[src/rtl/seq_scan_ctrl.sv]
// Word-to-bit sequencing controller: serializes a captured word MSB-first through
// a 1..4 bit pattern matcher and returns the match count over a valid/ready handshake.
module seq_scan_ctrl #(
   parameter int WORD_W = 32,
   parameter int CNT_W  = 6
) (
   input  logic              clk,
   input  logic              clear_n,
   input  logic              in_valid,
   output logic              in_ready,
   input  logic [WORD_W-1:0] in_word,
   input  logic [3:0]        pat,
   input  logic [2:0]        pat_len,
   input  logic              overlap,
   input  logic              abort,
   output logic              x,
   output logic              hit,
   output logic              busy,
   output logic              out_valid,
   input  logic              out_ready,
   output logic [CNT_W-1:0]  match_cnt,
   output logic [1:0]        state
);

   localparam int BC_W = $clog2(WORD_W + 1);

   typedef enum logic [1:0] {
      S_IDLE = 2'd0,
      S_SCAN = 2'd1,
      S_DONE = 2'd2
   } state_t;

   state_t              r_state;
   state_t              w_state_nxt;
   logic [WORD_W-1:0]   r_shift;
   logic [3:0]          r_hist;
   logic [2:0]          r_fill;
   logic [BC_W-1:0]     r_bitcnt;
   logic [CNT_W-1:0]    r_cnt;
   logic                r_hit;
   logic [3:0]          r_pat;
   logic [2:0]          r_len;
   logic                r_ovl;

   logic                w_accept;
   logic                w_last;
   logic                w_x;
   logic [2:0]          w_len_clamp;
   logic [3:0]          w_hist_nxt;
   logic [2:0]          w_fill_inc;
   logic [3:0]          w_mask;
   logic                w_match;

   always_comb begin
      w_len_clamp = pat_len;
      if (pat_len == 3'd0)
         w_len_clamp = 3'd1;
      else if (pat_len > 3'd4)
         w_len_clamp = 3'd4;
   end

   always_comb begin
      case (r_len)
         3'd1:    w_mask = 4'b0001;
         3'd2:    w_mask = 4'b0011;
         3'd3:    w_mask = 4'b0111;
         default: w_mask = 4'b1111;
      endcase
   end

   assign w_accept   = in_valid && (r_state == S_IDLE);
   assign w_last     = (r_bitcnt == BC_W'(WORD_W - 1));
   assign w_x        = (r_state == S_SCAN) && r_shift[WORD_W-1];
   assign w_hist_nxt = {r_hist[2:0], w_x};
   assign w_fill_inc = (r_fill >= 3'd4) ? 3'd4 : r_fill + 3'd1;
   // Match is judged on the history and fill as they will be after this edge.
   assign w_match    = (r_state == S_SCAN) && !abort && (w_fill_inc >= r_len) &&
                       ((w_hist_nxt & w_mask) == (r_pat & w_mask));

   always_ff @(posedge clk or negedge clear_n) begin
      if (!clear_n)
         r_state <= S_IDLE;
      else
         r_state <= w_state_nxt;
   end

   always_comb begin
      w_state_nxt = r_state;
      case (r_state)
         S_IDLE: if (w_accept) w_state_nxt = S_SCAN;
         S_SCAN: begin
            if (abort)
               w_state_nxt = S_IDLE;
            else if (w_last)
               w_state_nxt = S_DONE;
         end
         S_DONE: if (out_ready) w_state_nxt = S_IDLE;
         default: w_state_nxt = S_IDLE;
      endcase
   end

   always_ff @(posedge clk or negedge clear_n) begin
      if (!clear_n) begin
         r_shift  <= '0;
         r_hist   <= '0;
         r_fill   <= '0;
         r_bitcnt <= '0;
         r_cnt    <= '0;
         r_hit    <= 1'b0;
         r_pat    <= '0;
         r_len    <= 3'd1;
         r_ovl    <= 1'b0;
      end else begin
         r_hit <= 1'b0;
         if (w_accept) begin
            r_shift  <= in_word;
            r_pat    <= pat;
            r_len    <= w_len_clamp;
            r_ovl    <= overlap;
            r_hist   <= '0;
            r_fill   <= '0;
            r_bitcnt <= '0;
            r_cnt    <= '0;
         end else if (r_state == S_SCAN && !abort) begin
            r_shift  <= {r_shift[WORD_W-2:0], 1'b0};
            r_hist   <= w_hist_nxt;
            r_bitcnt <= r_bitcnt + BC_W'(1);
            // Non-overlapping mode restarts the fill so the next match needs fresh bits.
            r_fill   <= (w_match && !r_ovl) ? 3'd0 : w_fill_inc;
            r_hit    <= w_match;
            if (w_match && (r_cnt != '1))
               r_cnt <= r_cnt + CNT_W'(1);
         end
      end
   end

   assign in_ready  = (r_state == S_IDLE);
   assign busy      = (r_state == S_SCAN);
   assign out_valid = (r_state == S_DONE);
   assign x         = w_x;
   assign hit       = r_hit;
   assign match_cnt = r_cnt;
   assign state     = r_state;

endmodule

[config.mk]
export PLATFORM = sky130hd
export DESIGN_NAME = seq_scan_ctrl
export DESIGN_NICKNAME = d
export VERILOG_FILES = /design/src/rtl/seq_scan_ctrl.sv
export SDC_FILE = /design/constraint.sdc
export NUM_CORES = 1
export LEC_CHECK = 0
export CORE_MARGIN = 5
export CORE_UTILIZATION = 45
export CTS_CLUSTER_SIZE = 12
export DETAILED_ROUTE_END_ITERATION = 8
export PLACE_DENSITY = 0.72
export SLEW_MARGIN = 20
export SYNTH_ARGS = -nofsm -noshare
export SYNTH_HDL_FRONTEND = slang
export SYNTH_SLANG_ARGS = --single-unit
export TNS_END_PERCENT = 1
[constraint.sdc]
create_clock -name clk -period 3.45 [get_ports clk]
set_clock_uncertainty 0.2 [all_clocks]
set_input_delay 0.5175 -clock clk [delete_from_list [all_inputs] [get_ports clk]]
set_output_delay 0.5175 -clock clk [all_outputs]
set_load 0.02 [all_outputs]
==> flow_summary_export.csv, run 1 <==
group,metric,value,unit
outcome,status,"finished clean",
logic_synthesis,ys_seq_elements,61,
placement,numPortBuffers,57,
sta,period_needed,2.606,ns
sta,maxSlewHeadroom,56.42,%
worst_setup_path,worst_ep_required_time,3.51,ns
cts,root_buffer,"clkbuf_8",
routing,ant_nets,0,
worst_hold_path,hp-class,"primary input to async pin",
finish,fin_cells,425,
worst_setup_path,crit_fanout,8,
logic_synthesis,synth_compound_area_share,15.30,%
finish,fin_area,3670,um2
floorplanning,rows,28,
power,p_leak,1.735,nW
logic_synthesis,avgSynthCellArea,9.714,um2
cts,cts.htree.levels,3,
cts,cts_buffer_depth,2,
cts,cts_resized,0,
global_routing,grt_overflow_total,0,
routing,dr_total_vias,2255,
worst_setup_path,start_kind,"flop",
power,p_per_area,554.8,nW/um2
finish,layout.nets,397,
cts,clock_latency,0.34,ns
sta,final_max_slew_viol_count,0,
routing,wl_per_cell,14.67,um
global_routing,grt_max_degree,49,
finish,diodes,0,
sta,tightest_slew,0.6538,ns
logic_synthesis,synth_edf_count,0,
placement,place_area,3445,um2
power,finalPower,2.036,mW
sta,fin_crit_sh,75.53,%
floorplanning,die_w,88.85,um
cts,tritoncts,"yes",
cts,cts_buffers,9,
sta,tns,0,ns
floorplanning,core-area,5991,um2
global_routing,grt_pass1_vias,2133,
run,drv_cap,0,
logic_synthesis,ys_seq_area_share,54.61,%
global_routing,grt_antenna_before_repair,0,
worst_setup_path,end_kind,"flop",
logic_synthesis,synth_adder_area_share,3.131,%
logic_synthesis,ys_warn_count,0,
logic_synthesis,syn_inst,288,
logic_synthesis,synthMuxAreaShare,1.834,%
cts,clkSlewWorstSetupHoldPaths,0.07,ns
routing,firstDrtPassIters,5,
floorplanning,io-pin-count,58,
floorplanning,start_util,46.70,%
sta,fmax,383.8,MHz
cts,post-cts-setup-buffer-count,0,
routing,via_per_inst,5.306,
sta,finalSetupViolations,0,
power,ir_drop,368.7,uV
floorplanning,die_area,7894,um2
finish,final_cell_mix,"nand2_1 (90), dfrtp_1 (60), clkdlybuf4s50_1 (56), a22oi_1 (31), clkbuf_8 (11)",
finish,syn2layout_area_growth,31.17,%
logic_synthesis,synth_ff_type,"dfrtp_1",
logic_synthesis,yosys.cell_types.count,38,
logic_synthesis,synth.cell_area,2798,um2
placement,gp_congestion,0.7872,
sta,rsz0062_at_grt,"false",
placement,dp_hpwl,4384,um
global_routing,track_usage,17.55,%
routing,finalWirelength,6235,um
logic_synthesis,synthXorXnorAreaFrac,2.504,%
sta,hold_ws,0.003082,ns
sta,finalHoldViolCount,0,
logic_synthesis,synth-simple-area-share,19.63,%
finish,layout_commonest_cell,"nand2_1",
routing,post-route-drc-count,0,
worst_setup_path,rrSetupSlack,0.84,ns
cts,cts_hold_buf,0,
logic_synthesis,syn-num-nets,340,
routing,drtIter0Drc,95,
finish,drive_gt1_share,9.143,%
global_routing,grt_first_pass_wirelength,10370,um
worst_setup_path,cp.arrival,2.67,ns
logic_synthesis,synthArstFlopShare,100.0,%
worst_setup_path,crit_type,"flop to flop",
floorplanning,fp.dieH,88.85,um
placement,placedCellCount,409,
cts,clock_sinks,61,
logic_synthesis,synth_top_family_by_area,"simple AND/OR/NAND/NOR gates",
## worst paths after layout
| path | startpoint | end | cells past startpoint |
|---|---|---|---|
| setup / recovery | r_fill[0]$_DFFE_PN0P_ | match_cnt[4]$_DFFE_PN0P_ | 8 |
| hold / removal | clear_n | r_shift[30]$_DFFE_PN0P_ | 1 |
| setup reg to reg | r_fill[0]$_DFFE_PN0P_ | match_cnt[4]$_DFFE_PN0P_ | 8 |
| hold reg to reg | r_shift[2]$_DFFE_PN0P_ | r_shift[2]$_DFFE_PN0P_ | 2 |
| max in group asynchronous | clear_n | r_len[0]$_DFFE_PN1P_ | 2 |
| min in group clk | r_shift[2]$_DFFE_PN0P_ | r_shift[2]$_DFFE_PN0P_ | 2 |
## Yosys cell counts, types with 2 or more instances
cell       n  share of area, %
nor2_1     8               1.1
nor3_1     2              0.36
ha_1       7               3.1
nor2b_1    5               1.1
nand2b_1   2              0.45
dfrtp_1   60                54
xor2_1     6               1.9
nand2_1   90                12
a22oi_1   31               8.3
xnor2_1    2              0.63
a22o_1     6               1.9
inv_1      6              0.80
or2_2      2              0.45
clkbuf_1  13               1.7
nand3_1    5              0.89
and2_1     2              0.45
buf_1      2              0.27
o31ai_1    2              0.54
a21oi_1    5              0.89
o21ai_0    9               1.6
or3_1      2              0.45
nand4_1    2              0.45
mux2i_1    4               1.4
## metal layers
| layer | GRT usage (%) | wire (um) | share of wire [%] |
|---|---|---|---|
| met1 | 23.45 | 2758 | 44 |
| met2 | 26.59 | 2946 | 47 |
| met3 | 6.052 | 441 | 7.1 |
| met4 | 6.181 | 88 | 1.4 |
| met5 | 0 | 0 | 0 |
## worst max-delay path: stages (launching register included)
cell,delay (ns)
dfrtp_1,0.41
ha_1,0.20
or2_2,0.29
ha_1,0.30
nand2_1,0.05
o21ai_0,0.21
nand4_2,0.21
or4_1,0.51
a21oi_1,0.15
## flip-flops by register name (all words and copies together), names as in the netlist
signal / cells
hit: 1
match_cnt: 6
r_bitcnt: 6
r_fill: 3
r_hist: 3
r_len: 3
r_ovl: 1
r_pat: 4
r_shift: 32
state: 2
## kinds of logic after synthesis
group,count (synthesis)
flops,61
simple gates,126
fa+ha+maj,7
compound gates,59
mux,5
buf+inv,22
xor+xnor,8
## metrics by stage
step                setup WS [ns]  util (%)
global placement           0.6828     57.50
floorplan                   1.054         -
global route               0.6355     61.26
CTS                        0.8312     61.26
finish                     0.8443     61.26
detailed placement         0.6461     57.50
## power breakdown
part | internal [mW] | total (mW) | switching [mW]
registers | 0.843 | 0.929 | 0.0869
logic | 0.189 | 0.387 | 0.197
clock network | 0.444 | 0.720 | 0.276
## cell type report
cell class | instances | area, um2
inverter | 6 | 22.52
clock buffer | 12 | 155.1
tap | 75 | 93.84
fill | 524 | 2321
timing repair buffer | 62 | 603.1
multi-input combinational | 205 | 1197
clock inverter | 4 | 70.07
sequential | 61 | 1528
Note: power is estimated with default switching activity, not from simulation.
==> run 2: changes to the inputs <==
==> constraint.sdc (replaced) <==
create_clock -name clk -period 2.65 [get_ports clk]
set_clock_uncertainty 0.2 [all_clocks]
set_input_delay 0.3975 -clock clk [delete_from_list [all_inputs] [get_ports clk]]
set_output_delay 0.3975 -clock clk [all_outputs]
set_load 0.02 [all_outputs]
==> run 2 against run 1 <==
Effect of this change: worst setup slack lost 0.73 ns; final cell count increased by 0.94%; die area unchanged; utilization grew 1.5 points; combinational power is 36% higher; clock-buffer cell count up 1; critical endpoint is now x.
==> flow_summary_export.csv, run 2 (synthesis results as in run 1) <==
group,metric,value,unit
worst_setup_path,critPathTopFamily,"buffers and inverters",
cts,clock_latency,0.34,ns
worst_setup_path,path_buf_inv,1,
routing,ant_nets,0,
global_routing,grt_antenna_before_repair,0,
sta,setup_slack,0.1150,ns
floorplanning,start_util,46.70,%
global_routing,track_usage,17.96,%
routing,finalWirelength,6352,um
floorplanning,fp.dieH,88.85,um
sta,finalHoldViolCount,0,
cts,cts_buffers,9,
sta,maxSlewHeadroom,56.10,%
worst_setup_path,crit_type,"flop to primary output",
sta,tightest_slew,0.6516,ns
floorplanning,core-area,5991,um2
placement,numPortBuffers,57,
floorplanning,io-pin-count,58,
sta,hold_ws,0.2757,ns
global_routing,grt_overflow_total,0,
power,ir_drop,389.7,uV
routing,firstDrtPassIters,4,
routing,via_per_inst,5.282,
cts,cts_buffer_depth,2,
worst_setup_path,crit_slowest_cell,"clkdlybuf4s50_1",
finish,fin_area,3757,um2
cts,clock_sinks,61,
sta,fmax,394.5,MHz
worst_setup_path,crit_fanout,6,
placement,gp_congestion,0.7905,
power,p_per_area,745.0,nW/um2
sta,final_max_slew_viol_count,0,
finish,syn2layout_area_growth,34.30,%
floorplanning,die_area,7894,um2
finish,largest_register_ffs,32,
worst_setup_path,worst_ep_required_time,2.05,ns
worst_setup_path,cp.arrival,1.94,ns
global_routing,grt_pass1_vias,2272,
sta,period_needed,2.535,ns
global_routing,grt_max_degree,43,
worst_setup_path,path_cells,"nor2b_1 -> and2_1 -> clkdlybuf4s50_1",
finish,final_util,62.72,%
cts,clkSlewWorstSetupHoldPaths,0.07,ns
outcome,status,"finished clean",
finish,drive_gt1_share,10.45,%
worst_setup_path,max_stage_delay,0.62,ns
sta,fin_crit_sh,95.66,%
routing,dr_total_vias,2266,
floorplanning,rows,28,
worst_setup_path,start_kind,"flop",
power,p_leak,1.773,nW
cts,root_buffer,"clkbuf_8",
finish,regMostFlops,"r_shift",
worst_hold_path,hp-class,"flop to flop",
placement,dp_hpwl,4316,um
floorplanning,die_w,88.85,um
worst_setup_path,end_kind,"primary output",
finish,layout.nets,401,
finish,final_cell_mix,"nand2_1 (90), dfrtp_1 (60), clkdlybuf4s50_1 (56), a22oi_1 (31), clkbuf_8 (12)",
finish,layout_commonest_cell,"nand2_1",
routing,drtIter0Drc,79,
cts,tritoncts,"yes",
routing,post-route-drc-count,0,
cts,cts.htree.levels,3,
finish,diodes,0,
placement,place_ws,0.04699,ns
sta,finalSetupViolations,0,
global_routing,grt_first_pass_wirelength,10800,um
placement,place_area,3472,um2
routing,wl_per_cell,14.81,um
run,drv_cap,0,
-- run 2: worst paths after layout --
kind                                                 end               startpoint  slack [ns]  cells after the start
worst max-delay path                                   x     state[0]$_DFFE_PN0P_        0.12                      3
worst min-delay path             r_shift[25]$_DFFE_PN0P_  r_shift[25]$_DFFE_PN0P_        0.28                      2
worst max register to register  match_cnt[4]$_DFFE_PN0P_    r_fill[0]$_DFFE_PN0P_        0.13                      8
worst min register to register   r_shift[25]$_DFFE_PN0P_  r_shift[25]$_DFFE_PN0P_        0.28                      2
max in group asynchronous           r_len[0]$_DFFE_PN1P_                  clear_n        1.44                      3
min in group asynchronous        r_shift[23]$_DFFE_PN0P_                  clear_n        0.45                      3
-- run 2: layer usage --
layer | track usage [%] | wire length (um) | vias to the layer above
met1 | 23.87 | 2919 | 1088
met4 | 7.280 | 119 | 0
li1 | - | - | 1111
met2 | 27.46 | 2925 | 55
met5 | 0 | 0 | -
met3 | 5.400 | 388 | 12
-- run 2: per-stage QoR --
| stage | cells | setup TNS [ns] | power, mW |
|---|---|---|---|
| 2_1_floorplan | 288 | 0 | 1.527 |
| 3_3_place_gp | 411 | 0 | 1.722 |
| 4_1_cts | 428 | 0 | 2.824 |
| 6_report | 429 | 0 | 2.799 |
| 5_1_grt | 429 | -0.0006120 | 2.960 |
| 3_5_place_dp | 411 | 0 | 1.742 |
-- run 2: area by class of cell --
| cell class | instances | area (um2) |
|---|---|---|
| Sequential cell | 61 | 1528 |
| Clock inverter | 3 | 90.09 |
| Multi-Input combinational cell | 205 | 1206 |
| Timing Repair Buffer | 66 | 648.1 |
| Inverter | 6 | 22.52 |
| Clock buffer | 13 | 168.9 |
| Tap cell | 75 | 93.84 |
| Fill cell | 527 | 2233 |
-- run 2: worst register-to-register path, delay by kind of cell (launching register included) --
| family | cells | cell delay, ns |
|---|---|---|
| compound gates | 2 | 0.28 |
| simple gates | 4 | 1.08 |
| fa+ha+maj | 2 | 0.50 |
| flops | 1 | 0.41 |
-- run 2: what timing repair did --
| action | in CTS | in global routing |
|---|---|---|
| setup buffers | 0 | 1 |
| hold endpoints to repair | 60 | 0 |
| setup endpoints to repair | 0 | 3 |
| hold buffers | 1 | 0 |
| resized for setup | 0 | 3 |
-- run 2: report_power, final --
group | internal (mW) | total, mW | switching [mW] | leakage (nW)
clock network | 0.703 | 1.06 | 0.358 | 0.130
registers | 1.10 | 1.21 | 0.114 | 0.778
logic | 0.258 | 0.527 | 0.269 | 0.865
total | 2.06 | 2.80 | 0.741 | 1.77
